File: src/rtl/vga_frame_reader.sv
// 640x480@60 VGA timing generator that streams a 2x-upscaled RGB444 frame buffer.
// Optional colour-bar source enabled by defining VGA_FRAME_READER_TEST_PATTERN_EN.
`timescale 1ns/1ps
module vga_frame_reader #(
  parameter int H_ACTIVE    = 640,
  parameter int H_FP        = 16,
  parameter int H_SYNC      = 96,
  parameter int H_BP        = 48,
  parameter int V_ACTIVE    = 480,
  parameter int V_FP        = 10,
  parameter int V_SYNC      = 2,
  parameter int V_BP        = 33,
  parameter int FB_W        = 320,
  parameter int SCALE_SHIFT = 1,
  parameter int RD_LAT      = 2,
  parameter int ADDR_W      = 17
) (
  input  logic              clk,
  input  logic              rst_n,
  output logic [ADDR_W-1:0] rd_addr,
  input  logic [11:0]       rd_data,
  output logic [11:0]       pix_out,
  output logic              nblank,
  output logic              hsync_n,
  output logic              vsync_n,
  output logic              frame_start
);

  localparam int H_TOT = H_ACTIVE + H_FP + H_SYNC + H_BP;
  localparam int V_TOT = V_ACTIVE + V_FP + V_SYNC + V_BP;
  localparam int HW    = $clog2(H_TOT);
  localparam int VW    = $clog2(V_TOT);

  localparam logic [HW-1:0] H_LAST   = HW'(H_TOT - 1);
  localparam logic [VW-1:0] V_LAST   = VW'(V_TOT - 1);
  localparam logic [HW-1:0] H_ACT_C  = HW'(H_ACTIVE);
  localparam logic [VW-1:0] V_ACT_C  = VW'(V_ACTIVE);
  localparam logic [HW-1:0] HS_FIRST = HW'(H_ACTIVE + H_FP);
  localparam logic [HW-1:0] HS_LAST  = HW'(H_ACTIVE + H_FP + H_SYNC - 1);
  localparam logic [VW-1:0] VS_FIRST = VW'(V_ACTIVE + V_FP);
  localparam logic [VW-1:0] VS_LAST  = VW'(V_ACTIVE + V_FP + V_SYNC - 1);
  localparam logic [VW-1:0] ROW_MASK = VW'((1 << SCALE_SHIFT) - 1);
  localparam logic [ADDR_W-1:0] FB_W_C = ADDR_W'(FB_W);

  typedef struct packed {
    logic          act;
    logic          hs_n;
    logic          vs_n;
    logic          fs;
`ifdef VGA_FRAME_READER_TEST_PATTERN_EN
    logic [HW-1:0] h;
`endif
  } tim_t;

  function automatic tim_t tim_idle();
    tim_t t;
    t      = '0;
    t.hs_n = 1'b1;
    t.vs_n = 1'b1;
    return t;
  endfunction

  logic [HW-1:0]     h_cnt_reg;
  logic [VW-1:0]     v_cnt_reg;
  logic [VW-1:0]     v_cnt_next;
  logic [ADDR_W-1:0] line_base_reg;
  logic [ADDR_W-1:0] rd_addr_reg;
  logic [ADDR_W-1:0] rd_addr_next;
  logic              act_raw;
  tim_t              tim_raw;
  tim_t              tim_out;
  tim_t              dly_reg [0:RD_LAT];

  assign v_cnt_next = (v_cnt_reg == V_LAST) ? '0 : VW'(v_cnt_reg + 1'b1);

  // line_base_reg always holds (v_cnt >> SCALE_SHIFT) * FB_W for the current line,
  // so the address needs only one add per pixel.
  always_ff @(posedge clk or negedge rst_n) begin
    if (!rst_n) begin
      h_cnt_reg     <= '0;
      v_cnt_reg     <= '0;
      line_base_reg <= '0;
    end else if (h_cnt_reg == H_LAST) begin
      h_cnt_reg <= '0;
      v_cnt_reg <= v_cnt_next;
      if (v_cnt_next == '0)
        line_base_reg <= '0;
      else if (((v_cnt_next & ROW_MASK) == '0) && (v_cnt_next < V_ACT_C))
        line_base_reg <= line_base_reg + FB_W_C;
    end else begin
      h_cnt_reg <= HW'(h_cnt_reg + 1'b1);
    end
  end

  assign act_raw      = (h_cnt_reg < H_ACT_C) && (v_cnt_reg < V_ACT_C);
  assign rd_addr_next = act_raw ? (line_base_reg + ADDR_W'(h_cnt_reg >> SCALE_SHIFT)) : '0;

  always_comb begin
    tim_raw      = tim_idle();
    tim_raw.act  = act_raw;
    tim_raw.hs_n = !((h_cnt_reg >= HS_FIRST) && (h_cnt_reg <= HS_LAST));
    tim_raw.vs_n = !((v_cnt_reg >= VS_FIRST) && (v_cnt_reg <= VS_LAST));
    tim_raw.fs   = (h_cnt_reg == '0) && (v_cnt_reg == '0);
`ifdef VGA_FRAME_READER_TEST_PATTERN_EN
    tim_raw.h    = h_cnt_reg;
`endif
  end

  // Stage 0 lines up with rd_addr; the RD_LAT stages after it cover the RAM latency.
  always_ff @(posedge clk or negedge rst_n) begin
    if (!rst_n) begin
      rd_addr_reg <= '0;
      dly_reg[0]  <= tim_idle();
    end else begin
      rd_addr_reg <= rd_addr_next;
      dly_reg[0]  <= tim_raw;
    end
  end

  genvar gi;
  generate
    for (gi = 1; gi <= RD_LAT; gi++) begin : g_dly
      always_ff @(posedge clk or negedge rst_n) begin
        if (!rst_n)
          dly_reg[gi] <= tim_idle();
        else
          dly_reg[gi] <= dly_reg[gi-1];
      end
    end
  endgenerate

  assign tim_out     = dly_reg[RD_LAT];
  assign rd_addr     = rd_addr_reg;
  assign nblank      = tim_out.act;
  assign hsync_n     = tim_out.hs_n;
  assign vsync_n     = tim_out.vs_n;
  assign frame_start = tim_out.fs;

`ifdef VGA_FRAME_READER_TEST_PATTERN_EN
  localparam int BAR_W = H_ACTIVE / 8;
  logic [2:0]  bar;
  logic [11:0] pix_src;

  always_comb begin
    bar = '0;
    for (int k = 1; k < 8; k++)
      if (tim_out.h >= HW'(k * BAR_W))
        bar = 3'(k);
  end

  assign pix_src = {{4{bar[2]}}, {4{bar[1]}}, {4{bar[0]}}};
`else
  logic [11:0] pix_src;
  assign pix_src = rd_data;
`endif

  // Gate with the delayed blank so stale RAM data never leaks into blanking.
  assign pix_out = tim_out.act ? pix_src : 12'h000;

endmodule
File: config.mk
export PLATFORM = sky130hd
export DESIGN_NAME = vga_frame_reader
export DESIGN_NICKNAME = d
export VERILOG_FILES = /design/src/rtl/vga_frame_reader.sv
export SDC_FILE = /design/constraint.sdc
export NUM_CORES = 1
export LEC_CHECK = 0
export CORE_ASPECT_RATIO = 0.8
export CORE_UTILIZATION = 47
export DETAILED_ROUTE_END_ITERATION = 16
export GPL_TIMING_DRIVEN = 0
export MAX_ROUTING_LAYER = met4
export PLACE_DENSITY_LB_ADDON = 0.12
export SLEW_MARGIN = 10
export SYNTH_ARGS = -nofsm -noshare
export SYNTH_HDL_FRONTEND = slang
export SYNTH_SLANG_ARGS = --single-unit
File: constraint.sdc
create_clock -name clk -period 2.2 [get_ports clk]
set_clock_uncertainty 0.15 [all_clocks]
set_input_delay 0.44 -clock clk [delete_from_list [all_inputs] [get_ports clk]]
set_output_delay 0.44 -clock clk [all_outputs]
set_load 0.02 [all_outputs]
==> results of run 1 <==
==> path summary, 6_finish.rpt <==
| path | end | cells past startpoint | startpoint | slack [ns] |
|---|---|---|---|---|
| worst max-delay path | line_base_reg[14] | 9 | v_cnt_reg[0] | -0.25 |
| worst min-delay path | rd_addr[5] | 1 | rst_n | 0.01 |
| worst max register to register | line_base_reg[14] | 9 | v_cnt_reg[0] | -0.25 |
| worst min register to register | frame_start | 0 | dly_reg[4] | 0.20 |
| max in group asynchronous | h_cnt_reg[8] | 1 | rst_n | 1.37 |
| min in group clk | frame_start | 0 | dly_reg[4] | 0.20 |
==> cell usage after synthesis (7+ instances only) <==
cell type  instances
a221o_1           10
and2_1            17
nor2_1            37
xor2_1            13
xnor2_1           13
ha_1               9
clkbuf_1          11
inv_1              9
nand2_1           35
buf_2              7
a21oi_1           16
dfrtp_1           54
nand3_1           10
o21ai_0           15
==> layer usage <==
layer / GRT usage [%] / routed length [µm] / vias up
li1: - / - / 1275
met1: 29.5 / 3400 / 1258
met2: 32.1 / 3160 / 69
met3: 6.09 / 359 / 9
met4: 8.03 / 95 / 0
met5: - / 0 / -
==> cells in the final DEF (no fill, tap or decap), types with 3 or more instances in the layout <==
cell / instances
dfrtp_1: 51
nor2_1: 36
nand2_1: 35
clkdlybuf4s50_1: 34
and2_1: 16
buf_4: 16
a21oi_1: 15
o21ai_0: 14
xnor2_1: 13
xor2_1: 13
a221o_1: 10
clkbuf_8: 10
dlygate4sd2_1: 10
nand3_1: 9
clkbuf_1: 8
inv_1: 7
ha_1: 7
buf_6: 6
nand4_1: 6
dfstp_2: 6
buf_2: 5
and3_1: 5
nor4_1: 5
nor3_1: 5
or3_1: 4
a21o_1: 4
nand2b_1: 3
nor2b_1: 3
dfrtp_2: 3
==> final cells by class <==
class / count / share of cell area [%]
Multi-Input combinational cell: 238 / 38.1
Sequential cell: 60 / 36.3
Timing Repair Buffer: 59 / 13.1
Buffer: 24 / 3.81
Clock buffer: 9 / 2.97
Tap cell: 84 / 2.52
Clock inverter: 7 / 2.37
Inverter: 9 / 0.810
==> stage by stage <==
stage / setup slack [ns] / util [%] / TNS [ns] / instances
after floorplan: -0.130 / - / -1.14 / 331
after global placement: -1.33 / 58.1 / -79.28 / 461
after detailed placement: -0.363 / 58.0 / -4.19 / 461
after CTS: -0.217 / 63.7 / -2.06 / 488
after global routing: -0.375 / 64.4 / -3.88 / 490
final: -0.253 / 64.4 / -2.52 / 490
==> power by group through the flow <==
| stage | Sequential, mW | Combinational, mW | Clock, mW |
|---|---|---|---|
| 3_3_place_gp | 1.13 | 0.0929 | 0 |
| 4_1_cts | 1.10 | 0.0869 | 1.14 |
| 3_5_place_dp | 1.13 | 0.0939 | 0 |
| 6_report | 1.10 | 0.0841 | 1.12 |
| 5_1_grt | 1.10 | 0.0927 | 1.18 |
| 2_1_floorplan | 1.13 | 0.0246 | 0 |
==> cell families (layout without fill, tap and decap cells) <==
kind of cell	Yosys count	in the layout	synth area share (%)
buf+inv	34	108	5.22
mux	2	2	0.824
simple gates	141	141	23.4
fa+ha+maj	9	9	3.53
flops	60	60	47.3
xor+xnor	26	26	7.14
other cells	1	1	0.118
compound gates	58	59	12.4
==> repair_timing <==
item / 4_1_cts / 5_1_grt
pin swaps: 8 / 1
buffers inserted: 10 / 2
endpoints found under the setup margin: 27 / 14
gates resized for setup: 34 / 8
cloned: 2 / 0
==> results by group, run 1 <==
Clock tree
  • Clk_lat worst skew: 0.35 ns
  • Cts hold-fix bufs: 0
  • CTS tree: done
  • Longest Clk Path Bufs: 2
  • Clk slew on worst S/H paths: 0.07 ns
  • Clk sink count: 60
  • Clk root buf: clkbuf_8
  • CTS buffer count: 9
  • H-tree depth: 3

Timing
  • Slew @ Worst Pin: 0.739 ns
  • Relative slew slack: 50.7%
  • RSZ-0062 raised after global routing: true
  • PnR worst setup slack: -0.253 ns
  • Setup-failing EPs final: 11
  • Final hold viol count: 0
  • Fin crit share: 111%
  • Peak Freq: 408 MHz
  • Worst hold slack: 0.0146 ns
  • Slew Limit Fails: 0
  • Final Critical Period: 2.45 ns

Floorplan
  • Core Area: 6470 µm²
  • Chip Height: 75.7 µm
  • Die X: 94.1 µm
  • # IOs: 47
  • Die area: 7120 µm²
  • Row cnt: 26
  • Initial Utilization: 49.3%

Place
  • GP Congestion: 0.883
  • DP HPWL: 4.68 mm
  • Cell Area, Placed: 3760 µm²
  • Number of port buffers: 46

GRT
  • Vias in the first global route: 2294
  • Largest net degree at the start of global routing: 61
  • Global-route wire length before repair: 11.2 mm
  • Total overflow reported by the global router: 0
  • Initial antenna violation count: 0
  • Gr usage total: 22.0%

Power and ir drop
  • P_int: 1.79 mW
  • Pwr Total: 2.31 mW
  • Logic pwr share: 3.6%
  • Flop pwr share: 47.9%
  • Part of the power in the clock network: 48.5%
  • Switching Fraction: 22.5%
  • P_leak: 1.87 nW
  • Cell Pwr Density: 553 nW/µm²
  • P_sw: 0.519 mW
  • Worst vdd ir: 0.000362 V

Synthesis
  • Synth area leader: dfrtp_1
  • Sequential-to-total area share from yosys stat: 47.3%
  • Post-synthesis cell type count: 49
  • Top cell type's share of synthesized area: 42.4%
  • EDFF count, synth: 0
  • Number of synthesized register bits: 60
  • Async set-reset flop share out of synthesis: 100%
  • Area contributors post-synth: dfrtp_1, dfstp_2, nor2_1
  • Yosys warns: 0
  • Post-synth net total: 354
  • Mapped Cells: 331
  • Post-synthesis instance area: 3190 µm²
  • Synth Area per Inst: 9.64 µm²
  • Top FF cell, synth: dfrtp_1

Route
  • Detailed Route WL: 7.02 mm
  • Via/cell ratio: 5.33
  • Iteration-0 DRC count of the detailed router: 93
  • First drt pass iteration count: 4
  • Routed len/inst: 14.3 µm
  • DR DRC count: 0
  • Vias: 2611
  • Antenna-violating nets left: 0

Setup path
  • Startpoint types: register
  • Most frequent CP cell: buf_6
  • Critical path's largest stage delay: 0.45 ns
  • Critical Path AT: 2.53 ns
  • CP top delay family: compound AO/OA/AOI/OAI gates
  • Setup CP Type: register to register
  • Worst-path cell chain: inv_2 -> ha_4 -> nor4b_4 -> and3_1 -> buf_6 -> o21ai_2 -> a311o_2 -> buf_6 -> a221o_1
  • Maximum net fanout on the critical path: 6
  • Crit path capture type: register
  • Worst EP required: 2.28 ns
  • Worst path bufs/invs: 3
  • Critical Path Slowest Stage Cell: dfrtp_2

Outcome
  • Violated checks: setup timing
  • Outcome: finished with violations

Finish
  • Sequential cell area: 1510 µm²
  • Layout cell share with drive strength beyond 1: 19.0%
  • Filler cell count: 559
  • Max reg flops: 17
  • Area Growth Syn to Fin: 30.7%
  • # nets final: 424
  • Design Area, Final: 4170 µm²
  • Area used by multi-input combinational logic: 1590 µm²
  • Antenna diodes: 0

Worst hold path
  • Worst hold path type: input pin to async pin

Run
  • Max cap viols: 0
(Power assumes the default switching activity.)
==> run 2, diff against run 1 <==
--- a/config.mk
+++ b/config.mk
@@ -11,6 +11,8 @@
 export GPL_TIMING_DRIVEN = 0
 export MAX_ROUTING_LAYER = met4
 export PLACE_DENSITY_LB_ADDON = 0.12
+export SKIP_CTS_REPAIR_TIMING = 1
+export SKIP_LAST_GASP = 1
 export SLEW_MARGIN = 10
 export SYNTH_ARGS = -nofsm -noshare
 export SYNTH_HDL_FRONTEND = slang
==> run 2 against run 1 <==
Net effect: the run still ends with setup timing left; die area is the same; via count fell by 1.1%; fmax shrank 0.91%; register-to-register slack worse by 0.02 ns.
==> results by group, run 2 (same netlist as run 1, synthesis figures left out) <==
Route
  • DR DRC count: 0 (unchanged)
  • Vias: 2581 (was 2611)
  • Routed len/inst: 14.3 µm (about the same)
  • Antenna-violating nets left: 0 (unchanged)
  • Met3 WL post-DR: 366 µm (was 359 µm)
  • Via/cell ratio: 5.28 (was 5.33)
  • Uppermost routed layer: met4 (unchanged)
  • Detailed Route WL: 7.02 mm (about the same)
  • Iteration-0 DRC count of the detailed router: 106 (was 93)
  • Met2 WL: 3.19 mm (was 3.16 mm)
  • First drt pass iteration count: 4 (unchanged)
  • Metal-1 WL: 3.35 mm (was 3.40 mm)

Clock tree
  • Clk root buf: clkbuf_8 (unchanged)
  • Longest Clk Path Bufs: 2 (unchanged)
  • Clk sink count: 60 (unchanged)
  • CTS buffer count: 9 (unchanged)
  • H-tree depth: 3 (unchanged)
  • Clk_lat worst skew: 0.35 ns (about the same)
  • Clk slew on worst S/H paths: 0.07 ns (about the same)
  • CTS tree: done (unchanged)

Power and ir drop
  • Part of the power in the clock network: 48.2% (was 48.5%)
  • Logic pwr share: 3.9% (was 3.6%)
  • Cell Pwr Density: 551 nW/µm² (was 553 nW/µm²)
  • Worst vdd ir: 0.000369 V (was 0.000362 V)
  • P_sw: 0.513 mW (was 0.519 mW)
  • Switching Fraction: 22.2% (was 22.5%)
  • Flop pwr share: 47.9% (about the same)
  • P_leak: 1.95 nW (was 1.87 nW)
  • P_int: 1.79 mW (about the same)

Finish
  • Commonest non-fill, non-tap cell in the layout: dfrtp_1 (unchanged)
  • Area Growth Syn to Fin: 31.1% (was 30.7%)
  • Filler cell count: 562 (was 559)
  • Commonest non-fill, non-tap cells in the layout: dfrtp_1, nor2_1, nand2_1 (unchanged)
  • Design Area, Final: 4180 µm² (was 4170 µm²)
  • Max reg flops: 17 (unchanged)
  • Antenna diodes: 0 (unchanged)
  • Sequential cell area: 1510 µm² (unchanged)
  • Layout cell share with drive strength beyond 1: 18.5% (was 19.0%)
  • Area used by multi-input combinational logic: 1580 µm² (was 1590 µm²)
  • # nets final: 423 (was 424)

Outcome
  • Outcome: finished with violations (unchanged)
  • Violated checks: setup timing (unchanged)

Floorplan
  • Row cnt: 26 (unchanged)
  • Die X: 94.1 µm (unchanged)
  • Initial Utilization: 49.3% (unchanged)
  • # IOs: 47 (unchanged)
  • Core Area: 6470 µm² (unchanged)
  • Chip Height: 75.7 µm (unchanged)
  • Die area: 7120 µm² (unchanged)

Timing
  • Setup-failing EPs final: 11 (unchanged)
  • Relative slew slack: 50.8% (was 50.7%)
  • RSZ-0062 raised after global routing: true (unchanged)
  • Peak Freq: 404 MHz (was 408 MHz)
  • Final hold viol count: 0 (unchanged)
  • Slew Limit Fails: 0 (unchanged)
  • PnR worst setup slack: -0.275 ns (was -0.253 ns)
  • Worst hold slack: 0.0116 ns (was 0.0146 ns)
  • Slew @ Worst Pin: 0.738 ns (was 0.739 ns)
  • Fin crit share: 113% (was 111%)
  • Setup total negative slack: -2.61 ns (was -2.52 ns)
  • Final Critical Period: 2.48 ns (was 2.45 ns)

Place
  • DP HPWL: 4.68 mm (unchanged)
  • Number of port buffers: 46 (unchanged)
  • GP Congestion: 0.883 (unchanged)
  • Setup slack at placement: -0.363 ns (unchanged)
  • Cell Area, Placed: 3760 µm² (unchanged)

GRT
  • Gr usage total: 21.4% (was 22.0%)
  • Total overflow reported by the global router: 0 (unchanged)
  • Largest net degree at the start of global routing: 61 (unchanged)
  • Initial antenna violation count: 0 (unchanged)
  • Global-route wire length before repair: 10.9 mm (was 11.2 mm)
  • Vias in the first global route: 2223 (was 2294)

Setup path
  • Crit path capture type: register (unchanged)
  • Maximum net fanout on the critical path: 6 (unchanged)
  • Setup CP Type: register to register (unchanged)
  • Worst EP required: 2.28 ns (about the same)
  • Flop2flop setup slack: -0.28 ns (was -0.25 ns)
  • R2R Path End: line_base_reg[14] (unchanged)
  • Critical Path AT: 2.56 ns (was 2.53 ns)
  • R2R Path Start: v_cnt_reg[0] (unchanged)
  • Startpoint types: register (unchanged)
  • R2R cell count: 9 (unchanged)

Run
  • Max cap viols: 0 (unchanged)

Worst hold path
  • Worst hold path type: input pin to async pin (unchanged)
run 2: layer usage:
| layer | track usage [%] | vias to the layer above |
|---|---|---|
| met5 | - | - |
| met4 | 7.69 | 0 |
| met3 | 6.09 | 12 |
| met2 | 30.1 | 64 |
| met1 | 29.4 | 1236 |
| li1 | - | 1269 |
run 2: worst max-delay path by stage:
stage                      start                end  slack (ns)  depth (start not counted)
finish              v_cnt_reg[0]  line_base_reg[14]       -0.28                          9
global route        v_cnt_reg[0]  line_base_reg[14]       -0.40                          9
CTS                 v_cnt_reg[0]  line_base_reg[11]       -0.39                          8
detailed placement  h_cnt_reg[0]  line_base_reg[11]       -0.36                          7
global placement           rst_n  line_base_reg[14]       -1.33                          1
floorplan           v_cnt_reg[0]   line_base_reg[9]       -0.13                          8
run 2: cell type report:
type	count	share of cell area [%]
inverters	9	0.808
multi-input cells	237	37.9
clock inverters	7	2.36
clock buffers	9	2.96
flip-flops and latches	60	36.2
well taps	84	2.51
plain buffers	25	3.50
repair buffers	58	13.8
run 2: metrics by stage:
step                utilization [%]  power [mW]  cells
detailed placement             58.0        1.22    461
finish                         64.6        2.30    489
global route                   64.6        2.38    489
floorplan                         -        1.15    331
CTS                            61.5        2.33    477
global placement               58.1        1.22    461
run 2: power groups by stage:
stage,logic (mW),registers (mW),clock network [mW]
5_1_grt,0.0981,1.10,1.18
3_5_place_dp,0.0939,1.13,0
6_report,0.0893,1.10,1.11
4_1_cts,0.0941,1.10,1.14
2_1_floorplan,0.0246,1.13,0
3_3_place_gp,0.0929,1.13,0
run 2: critical path, cell delays in order, from the launching register on:
cell and delay [ns]:
dfrtp_2 0.46, inv_2 0.10, ha_4 0.12, nor4b_4 0.22, and3_1 0.22, buf_6 0.11, o21ai_2 0.04, a311o_2 0.44
buf_6 0.16, a221o_1 0.34
